$ cat config.mk
export PLATFORM = sky130hd
export DESIGN_NAME = window_scheduler
export DESIGN_NICKNAME = d
export VERILOG_FILES = /design/src/rtl/window_scheduler.sv
export SDC_FILE = /design/constraint.sdc
export NUM_CORES = 1
export LEC_CHECK = 0
export ABC_AREA = 1
export CAP_MARGIN = 10
export CORE_ASPECT_RATIO = 1.25
export CORE_MARGIN = 4
export CORE_UTILIZATION = 51
export CTS_CLUSTER_SIZE = 28
export DETAILED_ROUTE_END_ITERATION = 6
export HOLD_SLACK_MARGIN = 0.1
export PLACE_DENSITY = 0.82
export SYNTH_ARGS = -nofsm -noshare
export SYNTH_HDL_FRONTEND = slang
export SYNTH_SLANG_ARGS = --single-unit
$ cat constraint.sdc
create_clock -name clk_i -period 1.3 [get_ports clk_i]
set_clock_uncertainty 0.2 [all_clocks]
set_input_delay 0.195 -clock clk_i [delete_from_list [all_inputs] [get_ports clk_i]]
set_output_delay 0.195 -clock clk_i [all_outputs]
set_load 0.05 [all_outputs]
$ cat src/rtl/window_scheduler.sv
// Pipelined load-strobe cascade for the 1 s / 5 s / 30 s / 240 s window stages.
// Optional synchronous clear port clr_i is added when WINDOW_SCHED_CLEAR_EN is defined.
module window_scheduler #(
  parameter int SPS  = 250,
  parameter int N5   = 5,
  parameter int N30  = 6,
  parameter int N240 = 8,
  parameter int D1S  = 5
) (
  input  logic       clk_i,
  input  logic       rst_ni,
  input  logic       en_i,
  input  logic       sample_valid_i,
`ifdef WINDOW_SCHED_CLEAR_EN
  input  logic       clr_i,
`endif
  output logic       ld_1s_o,
  output logic       ld_5s_o,
  output logic       ld_30s_o,
  output logic       ld_240s_o,
  output logic       out_valid_o,
  output logic [1:0] state_o,
  output logic [3:0] full_flags_o
);

  // state | meaning
  // IDLE  | no sample accepted since reset/clear
  // FILL  | samples flowing, 240 s stage not yet full
  // RUN   | 240 s stage full, out_valid pulses each 240 s load
  typedef enum logic [1:0] {IDLE = 2'b00, FILL = 2'b01, RUN = 2'b10} state_t;

  localparam int W1   = (SPS  > 1) ? $clog2(SPS)  : 1;
  localparam int W5   = (N5   > 1) ? $clog2(N5)   : 1;
  localparam int W30  = (N30  > 1) ? $clog2(N30)  : 1;
  localparam int FW1  = $clog2(D1S + 1);
  localparam int FW5  = $clog2(N5 + 1);
  localparam int FW30 = $clog2(N30 + 1);
  localparam int FW240 = $clog2(N240 + 1);

  localparam logic [W1-1:0]    C1_MAX   = W1'(SPS - 1);
  localparam logic [W5-1:0]    C5_MAX   = W5'(N5 - 1);
  localparam logic [W30-1:0]   C30_MAX  = W30'(N30 - 1);
  localparam logic [FW1-1:0]   F1_FULL  = FW1'(D1S);
  localparam logic [FW5-1:0]   F5_FULL  = FW5'(N5);
  localparam logic [FW30-1:0]  F30_FULL = FW30'(N30);
  localparam logic [FW240-1:0] F240_FULL = FW240'(N240);
  localparam logic [FW240-1:0] F240_LAST = FW240'(N240 - 1);

  logic clr;
`ifdef WINDOW_SCHED_CLEAR_EN
  assign clr = clr_i;
`else
  assign clr = 1'b0;
`endif

  state_t             state_q, state_d;
  logic [W1-1:0]      c1_q, c1_d;
  logic [W5-1:0]      c5_q, c5_d;
  logic [W30-1:0]     c30_q, c30_d;
  logic [FW1-1:0]     fill1_q, fill1_d;
  logic [FW5-1:0]     fill5_q, fill5_d;
  logic [FW30-1:0]    fill30_q, fill30_d;
  logic [FW240-1:0]   fill240_q, fill240_d;
  logic               ld1_q, ld1_d, wrap1_q, wrap1_d;
  logic               ld5_q, ld5_d, wrap5_q, wrap5_d;
  logic               ld30_q, ld30_d, wrap30_q, wrap30_d;
  logic               ld240_q, ld240_d, ov_q, ov_d;
  logic               accept, last_load;

  always_comb begin
    accept    = sample_valid_i & ~en_i;
    last_load = ld240_q & (fill240_q >= F240_LAST);

    c1_d      = c1_q;
    c5_d      = c5_q;
    c30_d     = c30_q;
    fill1_d   = fill1_q;
    fill5_d   = fill5_q;
    fill30_d  = fill30_q;
    fill240_d = fill240_q;
    state_d   = state_q;

    // wrapN flags ride one stage ahead of the strobe they will trigger
    ld1_d    = accept;
    wrap1_d  = accept & (c1_q == C1_MAX);
    ld5_d    = wrap1_q;
    wrap5_d  = wrap1_q & (c5_q == C5_MAX);
    ld30_d   = wrap5_q;
    wrap30_d = wrap5_q & (c30_q == C30_MAX);
    ld240_d  = wrap30_q;
    ov_d     = last_load;

    if (accept)  c1_d  = (c1_q == C1_MAX)   ? '0 : c1_q + W1'(1);
    if (wrap1_q) c5_d  = (c5_q == C5_MAX)   ? '0 : c5_q + W5'(1);
    if (wrap5_q) c30_d = (c30_q == C30_MAX) ? '0 : c30_q + W30'(1);

    if (ld1_q   && fill1_q   != F1_FULL)   fill1_d   = fill1_q + FW1'(1);
    if (ld5_q   && fill5_q   != F5_FULL)   fill5_d   = fill5_q + FW5'(1);
    if (ld30_q  && fill30_q  != F30_FULL)  fill30_d  = fill30_q + FW30'(1);
    if (ld240_q && fill240_q != F240_FULL) fill240_d = fill240_q + FW240'(1);

    case (state_q)
      IDLE:    if (accept) state_d = FILL;
      FILL:    if (last_load) state_d = RUN;
      RUN:     state_d = RUN;
      default: state_d = IDLE;
    endcase

    if (clr) begin
      c1_d = '0; c5_d = '0; c30_d = '0;
      fill1_d = '0; fill5_d = '0; fill30_d = '0; fill240_d = '0;
      ld1_d = 1'b0; wrap1_d = 1'b0; ld5_d = 1'b0; wrap5_d = 1'b0;
      ld30_d = 1'b0; wrap30_d = 1'b0; ld240_d = 1'b0; ov_d = 1'b0;
      state_d = IDLE;
    end
  end

  always_ff @(posedge clk_i or negedge rst_ni) begin
    if (!rst_ni) begin
      state_q <= IDLE;
      c1_q <= '0; c5_q <= '0; c30_q <= '0;
      fill1_q <= '0; fill5_q <= '0; fill30_q <= '0; fill240_q <= '0;
      ld1_q <= 1'b0; wrap1_q <= 1'b0; ld5_q <= 1'b0; wrap5_q <= 1'b0;
      ld30_q <= 1'b0; wrap30_q <= 1'b0; ld240_q <= 1'b0; ov_q <= 1'b0;
    end else begin
      state_q <= state_d;
      c1_q <= c1_d; c5_q <= c5_d; c30_q <= c30_d;
      fill1_q <= fill1_d; fill5_q <= fill5_d; fill30_q <= fill30_d; fill240_q <= fill240_d;
      ld1_q <= ld1_d; wrap1_q <= wrap1_d; ld5_q <= ld5_d; wrap5_q <= wrap5_d;
      ld30_q <= ld30_d; wrap30_q <= wrap30_d; ld240_q <= ld240_d; ov_q <= ov_d;
    end
  end

  assign ld_1s_o      = ld1_q;
  assign ld_5s_o      = ld5_q;
  assign ld_30s_o     = ld30_q;
  assign ld_240s_o    = ld240_q;
  assign out_valid_o  = ov_q;
  assign state_o      = state_q;
  assign full_flags_o = {fill240_q == F240_FULL, fill30_q == F30_FULL,
                         fill5_q == F5_FULL, fill1_q == F1_FULL};

endmodule

### Word-level counts from Yosys, hierarchy flattened

Cells that the tools add are included.

| storage, ports and cells | value |
|---|---|
| register bits after elaboration | 37 |
| bits in latches | 0 |
| RAM bits | 0 |
| bits in read-only memories | 0 |
| bits of input ports | 4 |
| output and inout port bits | 11 |
| word-level logic and storage cells | 57 |
| memories kept | 0 |

| operators by class | value |
|---|---|
| $add $sub $neg | 7 |
| multipliers | 0 |
| divide/modulo/power cells | 0 |
| $lt $le $gt $ge | 1 |
| eq/ne operators | 15 |
| shift-type cells | 0 |
| mux-type cells | 6 |
| bitwise gates (word level) | 6 |
| reduce and logical (&&, ||, !) cells | 6 |

Operators by type and width:

| kind | number |
|---|---|
| $add A3 B1 Y3 const B | 5 |
| $eq A3 B3 Y1 const B | 5 |
| $ne A3 B3 Y1 const B | 3 |
| $add A8 B1 Y8 const B | 1 |
| $eq A8 B8 Y1 const B | 1 |
| $mux W8 | 1 |
| $mux W3 | 2 |
| $pmux W2 S3 | 1 |
| $and A1 B1 Y1 | 5 |
| $add A4 B1 Y4 const B | 1 |
| $eq A4 B4 Y1 const B | 1 |
| $ge A4 B3 Y1 const B | 1 |
| $logic_and A1 B1 Y1 | 4 |
| $mux W2 | 2 |
| $ne A2 B2 Y1 const B | 2 |
| $ne A4 B4 Y1 const B | 1 |
| $eq A2 B1 Y1 const B | 1 |
| $eq A2 B2 Y1 const B | 1 |
| $logic_not A2 Y1 | 1 |
| $reduce_and A2 Y1 | 1 |
| $not A1 Y1 | 1 |

### Logic depth before layout (Yosys ltp)

Gate-level depths: netlist of run 1.

| logic depth | value |
|---|---|
| word-level depth | 4 |
| mapped depth | 8 |
| depth with buffers taken out | 8 |

### Least setup slack after synthesis of run 1

No wires, ideal clock.

| timing | value |
|---|---|
| path type | register to register |
| from | reg fill240_q[0] |
| to | reg fill240_q[2] |
| library setup time | 0.118 ns |
| data arrival time | 1.642 ns |
| data required time | 0.982 ns |
| path slack | -0.660 ns |
| stages on the path, launching flop included | 8 |
| path buffers | 0 |
| clock period less this slack | 1.960 ns |
| path through | dfrtp_1 > inv_1 > ha_1 > nand2_1 > nor2_1 > nor2_2 > a21oi_1 > nor2_1 |

| between the ends | value |
|---|---|
| longest elaborated chain between the ends | 2 |
| elaborated cells on any way between the ends | 3 |
| classes of those cells | 1 x add/sub; 1 x eq/ne; 1 x reduce/logical |

Ends and longest elaborated chain:

| what | RTL line | source |
|---|---|---|
| from (decl) | 63 | `logic [FW240-1:0] fill240_q, fill240_d;` |
| from (signal assigned) | 128 | `fill1_q <= fill1_d; fill5_q <= fill5_d; fill30_q <= fill30_d; fill240_q <= fill240_d;` |
| branches (longest 2 deep; another with $add A4 B1 Y4) | - |  |

Several ways; the timed one is not identified.
A chain may end at the register's enable or synchronous reset.

### Worst setup path in the final report of run 1

| timing | value |
|---|---|
| from | reg fill30_q[0] |
| to | out full_flags_o[2] |

| between the ends | value |
|---|---|
| longest elaborated chain between the ends | 1 |

Ends and longest elaborated chain:

| what | RTL line | source |
|---|---|---|
| from (decl) | 62 | `logic [FW30-1:0] fill30_q, fill30_d;` |
| from (signal assigned) | 128 |  |
| $eq A3 B3 Y1 | 140 | `assign full_flags_o = {fill240_q == F240_FULL, fill30_q == F30_FULL,` |
| to (decl) | 23 | `output logic [3:0] full_flags_o` |

Every way passes these cells.

==> results by group, run 1 <==
Flow run
  – Max_cap viols: 0

Timing
  – Final Max Slew Viols: 0
  – Min Tclk post-route: approximately 1600 ps
  – Hold slack: ~150 ps
  – Final Setup Violations: 22
  – Period utilization: 1.25
  – Worst-Margin Slew: approximately 260 ps
  – Relative slew slack: 0.826
  – Unrepaired setup endpoints after global routing: true
  – F_max: approximately 600 MHz
  – Min setup slack post-route: -329 ps
  – Endpoints failing hold: 0

Power
  – Power Internal: ~2.5 mW
  – Switching Power: ~1.4 mW
  – Reg power frac: 0.398
  – PD cells: around 1400 mW/mm2
  – Switching Share: 0.362
  – Worst vdd ir: between 0.0015 and 0.002 V
  – Clock Power Share: 0.220
  – Combinational share of power: 0.382
  – Pleak: ~1.3 nW

Placement
  – GPL Wtd Cong: 0.755
  – Placed inst area: roughly 0.0022 mm2
  – I/O Buffers: 14
  – Placed Cells: 248
  – DP HPWL: 2200 um

Synthesis
  – Complex-gate fraction of the synthesized area: 0.0467
  – Sequential share of the synthesized area: 0.531
  – Mapped Nets: 200
  – Yosys warns: 0
  – Post-Synth Adder-Cell Area: 0.101
  – Main combinational cell family by area after synthesis: simple AND/OR/NAND/NOR gates
  – Number of synthesized register bits: 37
  – Ys flop type: dfrtp_1
  – Most instantiated cells after synthesis: nand2_1, dfrtp_1, inv_1
  – Post-synthesis mux area share: 0.00574
  – XOR/XNOR share of the synthesized area: 0.0452
  – Simple-Gate Fraction of Synth Area: 0.210
  – Most common cell in the netlist: nand2_1
  – Post-synth EDFFs: 0
  – Mapped Avg Cell Area: about 9.6 um2
  – Post-Synthesis Cells: 182
  – Top post-synthesis cells by area: dfrtp_1, ha_1, nand2_1
  – Asr flop ratio synth: 1.00
  – Area share of the largest cell type after synthesis: 0.531
  – Library cells used by synthesis: 21
  – Post-Synthesis Cell Area: between 0.0015 and 0.002 mm2
  – Cell taking the most area after synthesis: dfrtp_1

Floorplan
  – Die area: between 0.004 and 0.005 mm2
  – I/O Pins: 15
  – Initial core utilization: 0.536
  – Die H: about 73 um
  – Die span in x: 60.3 um
  – Core Box Area: approximately 0.0033 mm2
  – Row count: 23

Cells and area
  – Fill cell count: 146
  – Post-route cell area: between 0.002 and 0.003 mm2
  – Area growth syn-to-layout: 59.5%
  – Antenna cells: 0
  – Fin nets: between 200 and 300
  – Register area: roughly 930 um2
  – Layout cells sized above 1: 0.537
  – Post-route insts no fill: roughly 280
  – Utilization after layout: 0.855
  – Area of the multi-input gates: just under 0.001 mm2

Global routing
  – Initial antenna violation count: 0
  – Global route overflow: 0
  – Vias in the first global route: approximately 1400
  – GRT Util Overall: 0.183
  – Pin count of the biggest net entering global routing: 38
  – First-pass GRT wire length: 5910 um

Routing
  – Routed Antenna Nets: 0
  – Initial DRC count: 50
  – Wire per inst: 15.6 um
  – Drt drc: 0
  – Final wirelength: 4390 um
  – Routed via count: between 1000 and 1500
  – Via-to-Cell Ratio: between 5 and 6
  – DRT Pass-1 Iters: 4

Clocking
  – Worst-Skew Late Latency: approximately 290 ps
  – CTS max path bufs: 2
  – Max H-tree Level: 2
  – TritonCTS clock tree: done
  – CTS sink cnt: 37
  – TritonCTS Buffers: 5
  – Clock-pin slew on the worst setup and hold paths: around 80 ps
  – CTS Root Cell: clkbuf_8

Run status
  – Failing checks: negative setup slack
  – Status: complete, but fails checks

Critical path
  – CP endpoint kind: primary output
  – Startpoint type of the worst setup path: flip-flop
  – Critical path type: flip-flop to primary output
  – Worst path required time: about 900 ps
  – Max FO, Critical Path: 3
  – Arrival @ worst endpoint: approximately 1200 ps

Min path
  – Worst min-delay path class: flip-flop to flip-flop
through the flow:
stage	worst slack (ps)	TNS [ps]	power (mW)
floorplan	-214	-623	2.11
global placement	-189	-1680	2.51
detailed placement	-237	-2210	2.57
CTS	-327	-2680	3.57
global route	-379	-4620	4.08
finish	-329	-2930	3.88
final timing paths:
| path | start | to | slack [ps] | cells after the start |
|---|---|---|---|---|
| setup / recovery | fill30_q[0]$_DFFE_PN0P_ | full_flags_o[2] | -330 | 5 |
| hold / removal | ld240_d$_DFF_PN0_ | ld_240s_o$_DFF_PN0_ | 150 | 0 |
| setup reg to reg | c1_q[0]$_DFFE_PN0P_ | c1_q[4]$_DFFE_PN0P_ | -170 | 7 |
| hold reg to reg | ld240_d$_DFF_PN0_ | ld_240s_o$_DFF_PN0_ | 150 | 0 |
| max in group asynchronous | rst_ni | state_o[1]$_DFFE_PN0P_ | 90 | 3 |
| min in group asynchronous | rst_ni | c1_q[1]$_DFFE_PN0P_ | 610 | 3 |
flip-flops by register name, indices dropped and copies added (netlist names), 2 cells and up:
name,count
c5_q,3
fill240_q,4
state_o,2
c30_q,3
fill30_q,3
fill5_q,3
fill1_q,3
c1_q,8
layout make-up:
cell class | instances | share of cell area
clock buffer | 8 | 0.0324
sequential | 37 | 0.336
timing repair buffer | 54 | 0.219
multi-input combinational | 117 | 0.355
inverter | 28 | 0.0419
tap | 37 | 0.0167
critical path: stages, from the launching register on:
cell        delay, ps
dfrtp_1           390
inv_2              70
ha_4              160
nand2_4            80
clkinvlp_4        100
buf_12            150
what timing repair did:
action,in CTS,in global routing
gates cloned,0,0
pin swaps,13,14
setup buffers,11,13
endpoints found under the hold margin,37,0
hold buffers,1,0
setup endpoints to repair,20,32
resized for setup,23,50
kinds of logic (layout without fill, tap and decap cells):
group	after synthesis	in the layout
AO/OA/AOI/OAI	16	16
XOR/XNOR	9	9
buffers and inverters	28	90
flip-flops	37	37
AND/OR/NAND/NOR	77	77
adder cells (fa/ha/maj)	14	14
multiplexers	1	1
power groups by stage:
stage	clock [mW]	sequential, mW	combinational [mW]
floorplan	0	1.59	0.519
global placement	0	1.52	0.996
detailed placement	0	1.52	1.04
CTS	0.853	1.52	1.19
global route	0.920	1.57	1.58
finish	0.854	1.54	1.48
layout by cell type, fill, tap and decap left out, types with 8 or more instances in the layout:
| master | count |
|---|---|
| dfrtp_1 | 31 |
| buf_4 | 29 |
| nand2_1 | 19 |
| inv_1 | 16 |
| nand2_2 | 13 |
| buf_12 | 13 |
| nand2_4 | 11 |
| inv_2 | 9 |
| nor2_1 | 9 |
| buf_6 | 8 |
metal layers:
layer	track usage	vias up	wire length, um
met5	0	-	0
met4	0.0714	0	198
met3	0.0668	22	160
met2	0.308	37	2360
met1	0.208	712	1670
li1	-	687	-
(Power assumes the default switching activity.)
==> run 2, diff against run 1 <==
--- a/config.mk
+++ b/config.mk
@@ -10,9 +10,11 @@
 export CORE_ASPECT_RATIO = 1.25
 export CORE_MARGIN = 4
 export CORE_UTILIZATION = 51
+export CTS_CLUSTER_DIAMETER = 30
 export CTS_CLUSTER_SIZE = 28
 export DETAILED_ROUTE_END_ITERATION = 6
 export HOLD_SLACK_MARGIN = 0.1
+export MAX_ROUTING_LAYER = met4
 export PLACE_DENSITY = 0.82
 export SYNTH_ARGS = -nofsm -noshare
 export SYNTH_HDL_FRONTEND = slang
==> run 2 against run 1 <==
The run still ends with negative setup slack left. Cell count unchanged. Via count decreased by 0.27%. Critical path depth unchanged. Die area unchanged. Combinational power about the same. Hold slack about the same. Design area unchanged. Total power decreased by 0.13%. Core utilization unchanged. Sequential share of layout area unchanged. Worst setup slack improved by 0.58 ps. Register-to-register slack about the same.
==> results by group, run 2 (synthesized netlist as in run 1, its figures left out) <==
Routing
  – Routed via count: 1454 (was 1458)
  – DRT Pass-1 Iters: 4 (unchanged)
  – Initial DRC count: 51 (was 50)
  – Routed Antenna Nets: 0 (unchanged)
  – Final wirelength: 4390 um (about the same)
  – Total length of routed met3 wires: 185 um (was 160 um)
  – Drt drc: 0 (unchanged)
  – Highest metal used: met4 (unchanged)
  – Wire per inst: 15.6 um (about the same)
  – Metal1 wirelength: 1670 um (about the same)
  – Via-to-Cell Ratio: 5.17 (was 5.19)
  – Metal2 WL: 2410 um (was 2360 um)

Critical path
  – Arrival @ worst endpoint: 1230 ps (about the same)
  – Worst path required time: 900 ps (about the same)
  – Slowest CP cell: dfrtp_1 (unchanged)
  – Startpoint type of the worst setup path: flip-flop (unchanged)
  – Max FO, Critical Path: 3 (unchanged)
  – Sequence of cells on the critical path: inv_2 -> ha_4 -> nand2_4 -> clkinvlp_4 -> buf_12 (unchanged)
  – Critical path type: flip-flop to primary output (unchanged)
  – CP max stage delay: 390 ps (about the same)
  – CP endpoint kind: primary output (unchanged)

Global routing
  – First-pass GRT wire length: 5920 um (was 5910 um)
  – Global route overflow: 0 (unchanged)
  – GRT Util Overall: 0.188 (was 0.183)
  – Pin count of the biggest net entering global routing: 38 (unchanged)
  – Initial antenna violation count: 0 (unchanged)
  – Vias in the first global route: 1372 (was 1373)

Power
  – PD cells: 1390 mW/mm2 (about the same)
  – Tot Pwr: 3.87 mW (was 3.88 mW)
  – Pleak: 1.34 nW (unchanged)
  – Worst vdd ir: 0.00190 V (about the same)

Floorplan
  – Initial core utilization: 0.536 (unchanged)
  – Row count: 23 (unchanged)
  – I/O Pins: 15 (unchanged)
  – Die area: 0.00442 mm2 (unchanged)
  – Die span in x: 60.3 um (unchanged)
  – Die H: 73.4 um (unchanged)
  – Core Box Area: 0.00325 mm2 (unchanged)

Min path
  – Worst min-delay path class: flip-flop to flip-flop (unchanged)

Timing
  – Hold slack: 151 ps (about the same)
  – Relative slew slack: 0.824 (was 0.826)
  – Worst-Margin Slew: 263 ps (was 261 ps)
  – Final Max Slew Viols: 0 (unchanged)
  – Endpoints failing hold: 0 (unchanged)
  – Min Tclk post-route: 1630 ps (about the same)
  – Min setup slack post-route: -328 ps (was -329 ps)
  – Period utilization: 1.25 (about the same)
  – Final Setup Violations: 23 (was 22)
  – F_max: 614 MHz (about the same)
  – Unrepaired setup endpoints after global routing: true (unchanged)
  – Final TNS setup: -2900 ps (was -2930 ps)

Clocking
  – TritonCTS Buffers: 5 (unchanged)
  – CTS max path bufs: 2 (unchanged)
  – CTS Root Cell: clkbuf_8 (unchanged)
  – Worst-Skew Late Latency: 290 ps (about the same)
  – Clock-pin slew on the worst setup and hold paths: 80 ps (about the same)
  – CTS sink cnt: 37 (unchanged)
  – TritonCTS clock tree: done (unchanged)
  – Max H-tree Level: 2 (unchanged)

Run status
  – Failing checks: negative setup slack (unchanged)
  – Status: complete, but fails checks (unchanged)

Cells and area
  – Layout cells sized above 1: 0.537 (unchanged)
  – Utilization after layout: 0.855 (unchanged)
  – Commonest non-fill, non-tap cells in the layout: dfrtp_1, buf_4, nand2_1, inv_1 (unchanged)
  – Area growth syn-to-layout: 59.5% (unchanged)
  – Top flop regs: c1_q (8), fill240_q (4) (unchanged)
  – Fin nets: 261 (unchanged)
  – Antenna cells: 0 (unchanged)
  – Top reg by flops: c1_q (unchanged)
  – Leading cell type in the layout, fill and taps excluded: dfrtp_1 (unchanged)
  – Max FFs per register: 8 (unchanged)

Placement
  – Pre-CTS setup slack: -237 ps (unchanged)
  – DP HPWL: 2200 um (unchanged)
  – I/O Buffers: 14 (unchanged)
  – GPL Wtd Cong: 0.764 (was 0.755)

Flow run
  – Max_cap viols: 0 (unchanged)
-- run 2: final cells by class --
type	instances	area [um2]
Inverter	28	116
Timing Repair Buffer	54	608
Multi-Input combinational cell	117	986
Sequential cell	37	933
Clock buffer	8	90.1
Fill cell	146	472
Tap cell	37	46.3
-- run 2: per-layer routing --
layer | up-vias | GRT usage
li1 | 686 | -
met1 | 711 | 0.208
met2 | 41 | 0.308
met3 | 16 | 0.0668
met4 | 0 | 0.0714
met5 | - | -
-- run 2: worst max-delay path, delay by kind of cell, from the launching register on --
kind,cells,cell delay [ps]
adders and majority gates,1,160
buffers and inverters,3,320
DFF,1,390
and+or+nand+nor,1,80
-- run 2: report_power, final --
group | internal, mW | switching [mW] | total (mW)
Combinational | 0.712 | 0.762 | 1.47
Sequential | 1.33 | 0.217 | 1.54
Clock | 0.433 | 0.422 | 0.855
Total | 2.47 | 1.40 | 3.87
-- run 2: path summary, 6_finish.rpt --
check	from	cells after the start	slack, ps	to
setup / recovery	fill30_q[0]$_DFFE_PN0P_	5	-330	full_flags_o[2]
hold / removal	ld240_d$_DFF_PN0_	0	150	ld_240s_o$_DFF_PN0_
setup reg to reg	c1_q[0]$_DFFE_PN0P_	7	-170	c1_q[4]$_DFFE_PN0P_
hold reg to reg	ld240_d$_DFF_PN0_	0	150	ld_240s_o$_DFF_PN0_
max in group asynchronous	rst_ni	3	90	c1_q[0]$_DFFE_PN0P_
min in group asynchronous	rst_ni	3	610	fill240_q[1]$_DFFE_PN0P_
-- run 2: per-stage QoR --
step | instance area, um2 | instances
after floorplan | 1790 | 182
after global placement | 2210 | 248
after detailed placement | 2210 | 248
after CTS | 2470 | 268
after global routing | 2780 | 281
final | 2780 | 281
-- run 2: repair_timing --
item                       in CTS  in global routing
hold buffers                    1                  0
resized for setup              23                 50
pin swaps                      13                 14
setup buffers                  11                 13
hold endpoints to repair       37                  0
setup endpoints to repair      20                 32
